===== config.mk =====
export PLATFORM = sky130hd
export DESIGN_NAME = dvi_clk_rst_seq
export DESIGN_NICKNAME = d
export VERILOG_FILES = /design/src/rtl/dvi_clk_rst_seq.sv
export SDC_FILE = /design/constraint.sdc
export NUM_CORES = 1
export LEC_CHECK = 0
export CAP_MARGIN = 40
export CORE_MARGIN = 4
export CORE_UTILIZATION = 30
export CTS_CLUSTER_DIAMETER = 40
export DETAILED_ROUTE_END_ITERATION = 16
export PLACE_DENSITY = 0.51
export REMOVE_ABC_BUFFERS = 1
export SYNTH_ARGS = -nofsm -noshare
export SYNTH_HDL_FRONTEND = slang
export SYNTH_SLANG_ARGS = --single-unit

===== constraint.sdc =====
create_clock -name i_clk -period 7.5 [get_ports i_clk]
set_input_delay 1.5 -clock i_clk [delete_from_list [all_inputs] [get_ports i_clk]]
set_output_delay 1.5 -clock i_clk [all_outputs]
set_load 0.005 [all_outputs]

===== src/rtl/dvi_clk_rst_seq.sv =====
// MMCM/PLL reset and lock supervisor for DVI/HDMI TX clocking: pulses the MMCM reset,
// debounces LOCKED with timeout/retry, then pulses BUFR reset and releases domains in order.
module dvi_clk_rst_seq #(
    parameter int unsigned RST_PULSE_CYCLES = 4,
    parameter int unsigned LOCK_FILTER      = 16,
    parameter int unsigned LOCK_TIMEOUT     = 65536,
    parameter int unsigned MAX_RETRIES      = 7,
    parameter int unsigned N_DOMAINS        = 3,
    parameter int unsigned STAGGER_CYCLES   = 8
) (
    input  logic                               i_clk,
    input  logic                               i_srst_n,
    input  logic                               i_locked,
    input  logic                               i_force_reset,
    output logic                               o_pll_rst,
    output logic                               o_bufr_rst,
    output logic [N_DOMAINS-1:0]               o_domain_rst,
    output logic                               o_locked_stable,
    output logic                               o_fail,
    output logic [$clog2(MAX_RETRIES+1)-1:0]   o_retry_cnt,
    output logic [7:0]                         o_lock_loss_cnt
);

    localparam int unsigned PulseW = $clog2(RST_PULSE_CYCLES + 1);
    localparam int unsigned TmoW   = $clog2(LOCK_TIMEOUT + 1);
    localparam int unsigned FltW   = $clog2(LOCK_FILTER + 1);
    localparam int unsigned StgMax = STAGGER_CYCLES * N_DOMAINS;
    localparam int unsigned StgW   = $clog2(StgMax + 1);
    localparam int unsigned RetryW = $clog2(MAX_RETRIES + 1);

    localparam logic [PulseW-1:0] PulseLast = PulseW'(RST_PULSE_CYCLES - 1);
    localparam logic [TmoW-1:0]   TmoLast   = TmoW'(LOCK_TIMEOUT - 1);
    localparam logic [FltW-1:0]   FltLast   = FltW'(LOCK_FILTER - 1);
    localparam logic [StgW-1:0]   StgLast   = StgW'(StgMax);
    localparam logic [RetryW-1:0] RetryMax  = RetryW'(MAX_RETRIES);

    typedef enum logic [2:0] {
        StResetPulse = 3'd0,
        StWaitLock   = 3'd1,
        StFilter     = 3'd2,
        StBufrRst    = 3'd3,
        StRelease    = 3'd4,
        StRun        = 3'd5,
        StFail       = 3'd6
    } state_e;

    state_e              state_q, state_d;
    logic [1:0]          sync_q;
    logic                lock_s;
    logic [PulseW-1:0]   pulse_q, pulse_d;
    logic [TmoW-1:0]     tmo_q, tmo_d;
    logic [FltW-1:0]     flt_q, flt_d;
    logic [StgW-1:0]     stg_q, stg_d;
    logic [RetryW-1:0]   retry_q, retry_d;
    logic [7:0]          loss_q, loss_d;
    logic                pll_rst_d, bufr_rst_d, stable_d, fail_d;
    logic [N_DOMAINS-1:0] dom_rst_d;
    logic                timeout;

    assign lock_s  = sync_q[1];
    assign timeout = (tmo_q == TmoLast);

    always_comb begin
        state_d = state_q;
        pulse_d = pulse_q;
        tmo_d   = tmo_q;
        flt_d   = flt_q;
        stg_d   = stg_q;
        retry_d = retry_q;
        loss_d  = loss_q;

        if (i_force_reset) begin
            state_d = StResetPulse;
            pulse_d = '0;
            retry_d = '0;
        end else begin
            case (state_q)
                StResetPulse: begin
                    if (pulse_q == PulseLast) begin
                        state_d = StWaitLock;
                        tmo_d   = '0;
                        flt_d   = '0;
                    end else begin
                        pulse_d = pulse_q + PulseW'(1);
                    end
                end
                StWaitLock, StFilter: begin
                    if (state_q == StFilter && lock_s && flt_q == FltLast) begin
                        state_d = StBufrRst;
                    end else if (timeout) begin
                        pulse_d = '0;
                        if (retry_q < RetryMax) begin
                            retry_d = retry_q + RetryW'(1);
                            state_d = StResetPulse;
                        end else begin
                            state_d = StFail;
                        end
                    end else begin
                        tmo_d = tmo_q + TmoW'(1);
                        if (!lock_s) begin
                            state_d = StWaitLock;
                            flt_d   = '0;
                        end else if (state_q == StWaitLock) begin
                            state_d = StFilter;
                            flt_d   = '0;
                        end else begin
                            flt_d = flt_q + FltW'(1);
                        end
                    end
                end
                StBufrRst: begin
                    if (!lock_s) begin
                        state_d = StResetPulse;
                        pulse_d = '0;
                    end else begin
                        state_d = StRelease;
                        stg_d   = '0;
                    end
                end
                StRelease: begin
                    if (!lock_s) begin
                        state_d = StResetPulse;
                        pulse_d = '0;
                    end else if (stg_q == StgLast) begin
                        state_d = StRun;
                        retry_d = '0;
                    end else begin
                        stg_d = stg_q + StgW'(1);
                    end
                end
                StRun: begin
                    if (!lock_s) begin
                        state_d = StResetPulse;
                        pulse_d = '0;
                        if (loss_q != 8'hFF) loss_d = loss_q + 8'd1;
                    end
                end
                StFail: ;
                default: begin
                    state_d = StResetPulse;
                    pulse_d = '0;
                end
            endcase
        end
    end

    // Outputs are decoded from the next state so they line up with the registered state.
    always_comb begin
        pll_rst_d  = (state_d == StResetPulse) || (state_d == StFail);
        bufr_rst_d = (state_d == StBufrRst);
        stable_d   = (state_d == StRun);
        fail_d     = (state_d == StFail);
        dom_rst_d  = '1;
        if (state_d == StRun) begin
            dom_rst_d = '0;
        end else if (state_d == StRelease) begin
            for (int k = 0; k < N_DOMAINS; k++) begin
                dom_rst_d[k] = (stg_d < StgW'(STAGGER_CYCLES * (k + 1)));
            end
        end
    end

    always_ff @(posedge i_clk) begin
        if (!i_srst_n) begin
            state_q         <= StResetPulse;
            sync_q          <= '0;
            pulse_q         <= '0;
            tmo_q           <= '0;
            flt_q           <= '0;
            stg_q           <= '0;
            retry_q         <= '0;
            loss_q          <= '0;
            o_pll_rst       <= 1'b1;
            o_bufr_rst      <= 1'b0;
            o_domain_rst    <= '1;
            o_locked_stable <= 1'b0;
            o_fail          <= 1'b0;
        end else begin
            state_q         <= state_d;
            sync_q          <= {sync_q[0], i_locked};
            pulse_q         <= pulse_d;
            tmo_q           <= tmo_d;
            flt_q           <= flt_d;
            stg_q           <= stg_d;
            retry_q         <= retry_d;
            loss_q          <= loss_d;
            o_pll_rst       <= pll_rst_d;
            o_bufr_rst      <= bufr_rst_d;
            o_domain_rst    <= dom_rst_d;
            o_locked_stable <= stable_d;
            o_fail          <= fail_d;
        end
    end

    assign o_retry_cnt     = retry_q;
    assign o_lock_loss_cnt = loss_q;

endmodule


==> results of run 1 <==
==> flip-flops by register name (all words and copies together), names as in the netlist <==
| register | flops |
|---|---|
| o_retry_cnt | 3 |
| flt_q | 5 |
| tmo_q | 17 |
| o_fail | 1 |
| pulse_q | 3 |
| state_q | 3 |
| o_lock_loss_cnt | 8 |
| o_pll_rst | 1 |
| sync_q | 2 |
| o_locked_stable | 1 |
| stg_q | 5 |
| o_bufr_rst | 1 |
| o_domain_rst | 3 |
==> through the flow <==
step / util, % / setup WS [ns]
2_1_floorplan: - / 4.61
3_3_place_gp: 34.4 / 3.68
3_5_place_dp: 34.5 / 3.61
4_1_cts: 35.7 / 3.94
5_1_grt: 35.7 / 3.81
6_report: 35.7 / 3.97
==> worst register-to-register path, cell delays in order (launching register included) <==
cell and delay (ns):
dfxtp_1 0.41, and3_1 0.22, and3_1 0.21, nand4_1 0.14
nor2_1 0.15, ha_1 0.31, nand2b_1 0.16, a211o_1 0.31
o21ai_1 0.60, o2111ai_1 0.21, a32o_1 0.29
==> cell families after synthesis <==
| group | share of synthesized area [%] |
|---|---|
| compound gates | 16.4 |
| fa+ha+maj | 4.48 |
| buf+inv | 4.44 |
| flops | 38.0 |
| xor+xnor | 5.02 |
| mux | 3.00 |
| simple gates | 28.6 |
==> Yosys cell counts (3+ instances only) <==
master,n
buf_2,9
mux2_2,3
nor2_1,27
inv_1,8
nand2b_1,3
nand3_1,13
a21oi_1,21
nor2b_1,3
nand4_1,13
xnor2_1,6
nor3_1,13
mux2i_1,5
o21ai_0,14
nand4b_1,3
nand2_1,16
and2_1,13
or3_1,12
a21o_1,4
nor4b_1,3
dfxtp_1,53
buf_4,3
or3b_1,3
and3_1,8
xor2_1,10
clkbuf_1,4
ha_1,10
==> worst max-delay path by stage <==
stage | endpoint | start | depth (start not counted) | slack (ns)
finish | tmo_q[15] | i_force_reset | 5 | 3.97
global route | tmo_q[11] | i_force_reset | 5 | 3.81
CTS | tmo_q[11] | i_force_reset | 5 | 3.94
detailed placement | tmo_q[11] | i_force_reset | 5 | 3.61
global placement | tmo_q[11] | i_force_reset | 5 | 3.68
floorplan | tmo_q[9] | i_force_reset | 4 | 4.61
==> layout by cell type, fill, tap and decap left out, types with 12 or more instances in the layout <==
cell / count
clkdlybuf4s50_1: 21
a21oi_1: 21
and2_1: 13
nor3_1: 13
dfxtp_1: 53
or3_1: 12
nand2_1: 16
nand4_1: 13
nor2_1: 27
nand3_1: 13
o21ai_0: 14
==> report_power, final <==
| group | switching [µW] | total, µW | internal [µW] |
|---|---|---|---|
| Clock | 98.3 | 198 | 100 |
| Combinational | 8.26 | 12.9 | 4.65 |
| Sequential | 1.54 | 284 | 282 |
| Total | 108 | 495 | 387 |
==> layer usage <==
layer | up-vias | global-route usage [%] | share of wire (%)
met3 | 7 | 1.99 | 2.8
met2 | 37 | 18.4 | 44
met1 | 1088 | 15.2 | 51
met4 | 0 | 3.70 | 1.5
li1 | 1203 | - | -
met5 | - | 0 | 0
==> cell type report <==
class                      count  share of cell area [%]
clock buffer                   5                    2.17
clock inverter                 3                    1.38
inverter                      10                    1.18
multi-input combinational    242                    50.5
sequential                    53                    33.4
tap                          108                    4.25
timing repair buffer          23                    7.09
==> results_dict.tcl, run 1 <==
set metrics [dict create \
    tns_ns 0 \
    min_period_ns 3.53 \
    period_share_pct 47.1 \
    synth_warnings 0 \
    finalHoldViolations 0 \
    rr_startpoint "tmo_q[7]" \
    root_buffer "clkbuf_8" \
    clkLatencyLatePin_ns 0.31 \
    antenna_found_initial 0 \
    area.sequential_um2 1060 \
    holdBufCountCts 0 \
    synth.distinct_cells 57 \
    yosys-top-cells-area "dfxtp_1 (38%), ha_1 (4.5%), a21oi_1 (3.8%), nor2_1 (3.6%), xor2_1 (3.1%)" \
    placed_cells 436 \
    crit_fanout 12 \
    hold_ws_ns 0.445 \
    antenna_cells 0 \
    grt_pass1_vias 2267 \
    post_cts_buffers 0 \
    cp_slowest_cell "a2111oi_4" \
    ir_worst_vdd_uv 62.5 \
    place_area_um2 3060 \
    ioPinCount 22 \
    synth_edf_count 0 \
    p_leak_uw 0.00108 \
    path_delay_family "simple AND/OR/NAND/NOR gates" \
    min_from "sync_q[0]" \
    h-tree-depth 2 \
    syn_area_um2 2790 \
    grt_max_degree 27 \
    fmax_ghz 0.283 \
    dieArea_um2 10900 \
    ff2ff_path_depth 10 \
    synth_seq_cells 53 \
    holdPathEnd "sync_q[1]" \
    grt_usage_pct 11.3 \
    synthFlopType "dfxtp_1" \
    grt_overflow 0 \
    synth-async-reset-ratio_pct 0 \
    nNetsFinal 349 \
    finalPower_uw 495 \
    hpwlAfterDp_um 4200 \
    cp.required_ns 7.75 \
    clock_skew_ns 0.0124 \
    rsz0062_at_grt "false" \
    drive_above_1_share_pct 5.65 \
    status "complete, no violations" \
    ant_nets 0 \
    grt_pass1_wl_um 10600 \
    critical_path.startpoint_type "input port" \
    numCtsBuffers 5 \
    hold_depth 1 \
    numPortBuffers 21 \
    gp_congestion 0.760 \
    post_drt_wl_per_cell_um 13.5 \
    drt-initial-drc-count 112 \
    path_clk_slew_ns 0.10 \
    drc 0 \
    arrival_ns 3.79 \
    synth_top_area_cell "dfxtp_1" \
    cts_sinks 53 \
    die_w_um 104 \
    powerDensity_nw_per_um2 156 \
    holdCritPathClass "reg2reg" \
    synthToLayoutAreaGrowth_pct 13.9 \
    max_slew_margin_pct 43.4 \
    path_buf_inv 1 \
    start_util_pct 31.4 \
    cts_tree "done" \
    syn_inst 322 \
    ys_seq_area_share_pct 38.0 \
    vias_per_cell 5.26 \
    die_y_um 104 \
    rrSetupSlack_ns 4.39 \
    maxCapViolCount 0 \
    tightest_slew_ns 0.849 \
    end_kind "register" \
    drtPass1Iterations 4 \
    setup_violations 0 \
    worst-setup-path-type "in2reg" \
    synthDominantCellAreaShare_pct 38.0 \
    cts-resized-gates 0 \
    fill_cells 950 \
    num_vias 2335 \
    final-instance-count-excl-fill 444 \
    max_stage_delay_ns 0.69 \
    wl_um 5990 \
    crit_chain "clkdlybuf4s50_1 > a2111oi_4 > nand4_1 > or3_1 > a21oi_1" \
    multi_input_area_um2 1610 \
    final_area_um2 3180 \
    avgSynthCellArea_um2 8.67 \
    maxSlewViolCount 0 \
    design.core.area_um2 8890 \
    reg2reg_to "stg_q[2]" \
    clockBufferDepth 2 \
    fp-row-count 34 \
]
Note: power is estimated with default switching activity, not from simulation.
==> run 2: changes to the inputs <==
PLACE_DENSITY = 0.52   (was 0.51)
clock period = 3.1 ns   (was 7.5 ns; I/O delays follow)
==> results_dict.tcl, run 2 (same netlist as run 1, synthesis figures left out) <==
set metrics [dict create \
    p_sw_share_pct 22.1 \
    post_drt_wl_per_cell_um 13.3 \
    seqPwrFrac_pct 57.1 \
    arrival_ns 2.98 \
    die_y_um 104 \
    cts_sinks 53 \
    nNetsFinal 360 \
    critical_path.startpoint_type "register" \
    grt_pass1_vias 2199 \
    combPwrFrac_pct 2.9 \
    tns_ns 0 \
    p_leak_uw 0.00113 \
    cts-resized-gates 0 \
    root_buffer "clkbuf_8" \
    min_period_ns 2.72 \
    post_cts_buffers 0 \
    ioPinCount 22 \
    vias_per_cell 5.16 \
    tightest_slew_ns 0.744 \
    worst-setup-path-type "reg2reg" \
    ant_nets 0 \
    gp_congestion 0.814 \
    grt_pass1_wl_um 10600 \
    placed_cells 447 \
    num_vias 2341 \
    grt_usage_pct 11.6 \
    synthToLayoutAreaGrowth_pct 16.6 \
    grt_max_degree 18 \
    cp.required_ns 3.36 \
    max_slew_margin_pct 50.2 \
    drt-initial-drc-count 100 \
    maxSlewViolCount 0 \
    design.core.area_um2 8890 \
    antenna_cells 0 \
    finalHoldViolations 0 \
    drc 0 \
    period_share_pct 87.9 \
    path_clk_slew_ns 0.10 \
    holdBufCountCts 0 \
    setup_violations 0 \
    ir_worst_vdd_uv 207 \
    maxCapViolCount 0 \
    h-tree-depth 2 \
    fill_cells 887 \
    regMostFlops "tmo_q" \
    dieArea_um2 10900 \
    final-instance-count-excl-fill 454 \
    fmax_ghz 0.367 \
    largest_reg_flops 17 \
    holdCritPathClass "reg2reg" \
    wl_um 6040 \
    antenna_found_initial 0 \
    crit_fanout 9 \
    status "complete, no violations" \
    numCtsBuffers 5 \
    clock_skew_ns 0.00615 \
    final_cell_mix "dfxtp_1 (53), nor2_1 (27), a21oi_1 (21), clkdlybuf4s50_1 (21), nand2_1 (16)" \
    drtPass1Iterations 4 \
    grt_overflow 0 \
    die_w_um 104 \
    clkLatencyLatePin_ns 0.32 \
    numPortBuffers 21 \
    pwr-share-clk_pct 40.0 \
    mostFrequentLayoutCell "dfxtp_1" \
    powerDensity_nw_per_um2 369 \
    p_int_uw 937 \
    start_util_pct 31.4 \
    drive_above_1_share_pct 8.38 \
    end_kind "register" \
    p_sw_uw 266 \
    fp-row-count 34 \
    rsz0062_at_grt "false" \
    cts_tree "done" \
    clockBufferDepth 2 \
    hpwlAfterDp_um 4370 \
]
run 2: cell types whose count changed in the layout (fill, tap and decap cells not counted), sizes merged:
cell and delta:
buf +11, clkinv -1
run 2: worst paths after layout:
path	startpoint	end	slack, ns	depth (start not counted)
hold reg to reg	sync_q[0]	sync_q[1]	0.44	1
hold / removal	sync_q[0]	sync_q[1]	0.44	1
setup / recovery	flt_q[0]	tmo_q[11]	0.38	8
setup reg to reg	flt_q[0]	tmo_q[11]	0.38	8
run 2: layout make-up:
cell class / instances / area, µm² / share of cell area (%)
Tap cell: 108 / 135 / 4.15
Clock inverter: 2 / 38.8 / 1.19
Inverter: 10 / 37.5 / 1.15
Timing Repair Buffer: 34 / 308 / 9.46
Sequential cell: 53 / 1060 / 32.6
Clock buffer: 5 / 68.8 / 2.11
Multi-Input combinational cell: 242 / 1610 / 49.3
run 2: per-stage QoR:
step | hold slack, ns | cell area (µm²) | util (%) | total power, µW | setup WS (ns)
final | 0.441 | 3250 | 36.6 | 1200 | 0.375
after global routing | 0.479 | 3250 | 36.6 | 1260 | 0.122
after detailed placement | 0.420 | 3150 | 35.4 | 738 | 0.362
after global placement | 0.415 | 3150 | 35.4 | 738 | 0.414
after CTS | 0.446 | 3250 | 36.6 | 1220 | 0.348
after floorplan | 0.412 | 2700 | - | 718 | 0.479
run 2: metal layers:
metal	part of all wire, %	vias up	GRT usage, %
met5	0	-	0
met4	2.1	0	4.84
met3	2.1	9	2.17
met2	44	33	17.6
met1	51	1072	16.1
li1	-	1227	-
run 2: power by group through the flow:
stage	Sequential (µW)	Combinational (µW)	Clock (µW)
5_1_grt	688	39.2	534
4_1_cts	687	35.6	501
2_1_floorplan	701	16.6	0
3_5_place_dp	702	35.6	0
6_report	687	35.1	481
3_3_place_gp	702	35.3	0
run 2: critical path, stage by stage, from the launching register on:
cell,delay (ns)
dfxtp_1,0.34
ha_1,0.23
and3_1,0.19
ha_1,0.25
a21o_1,0.24
a2111oi_4,0.49
nand4_1,0.38
or3_1,0.42
a21oi_1,0.14
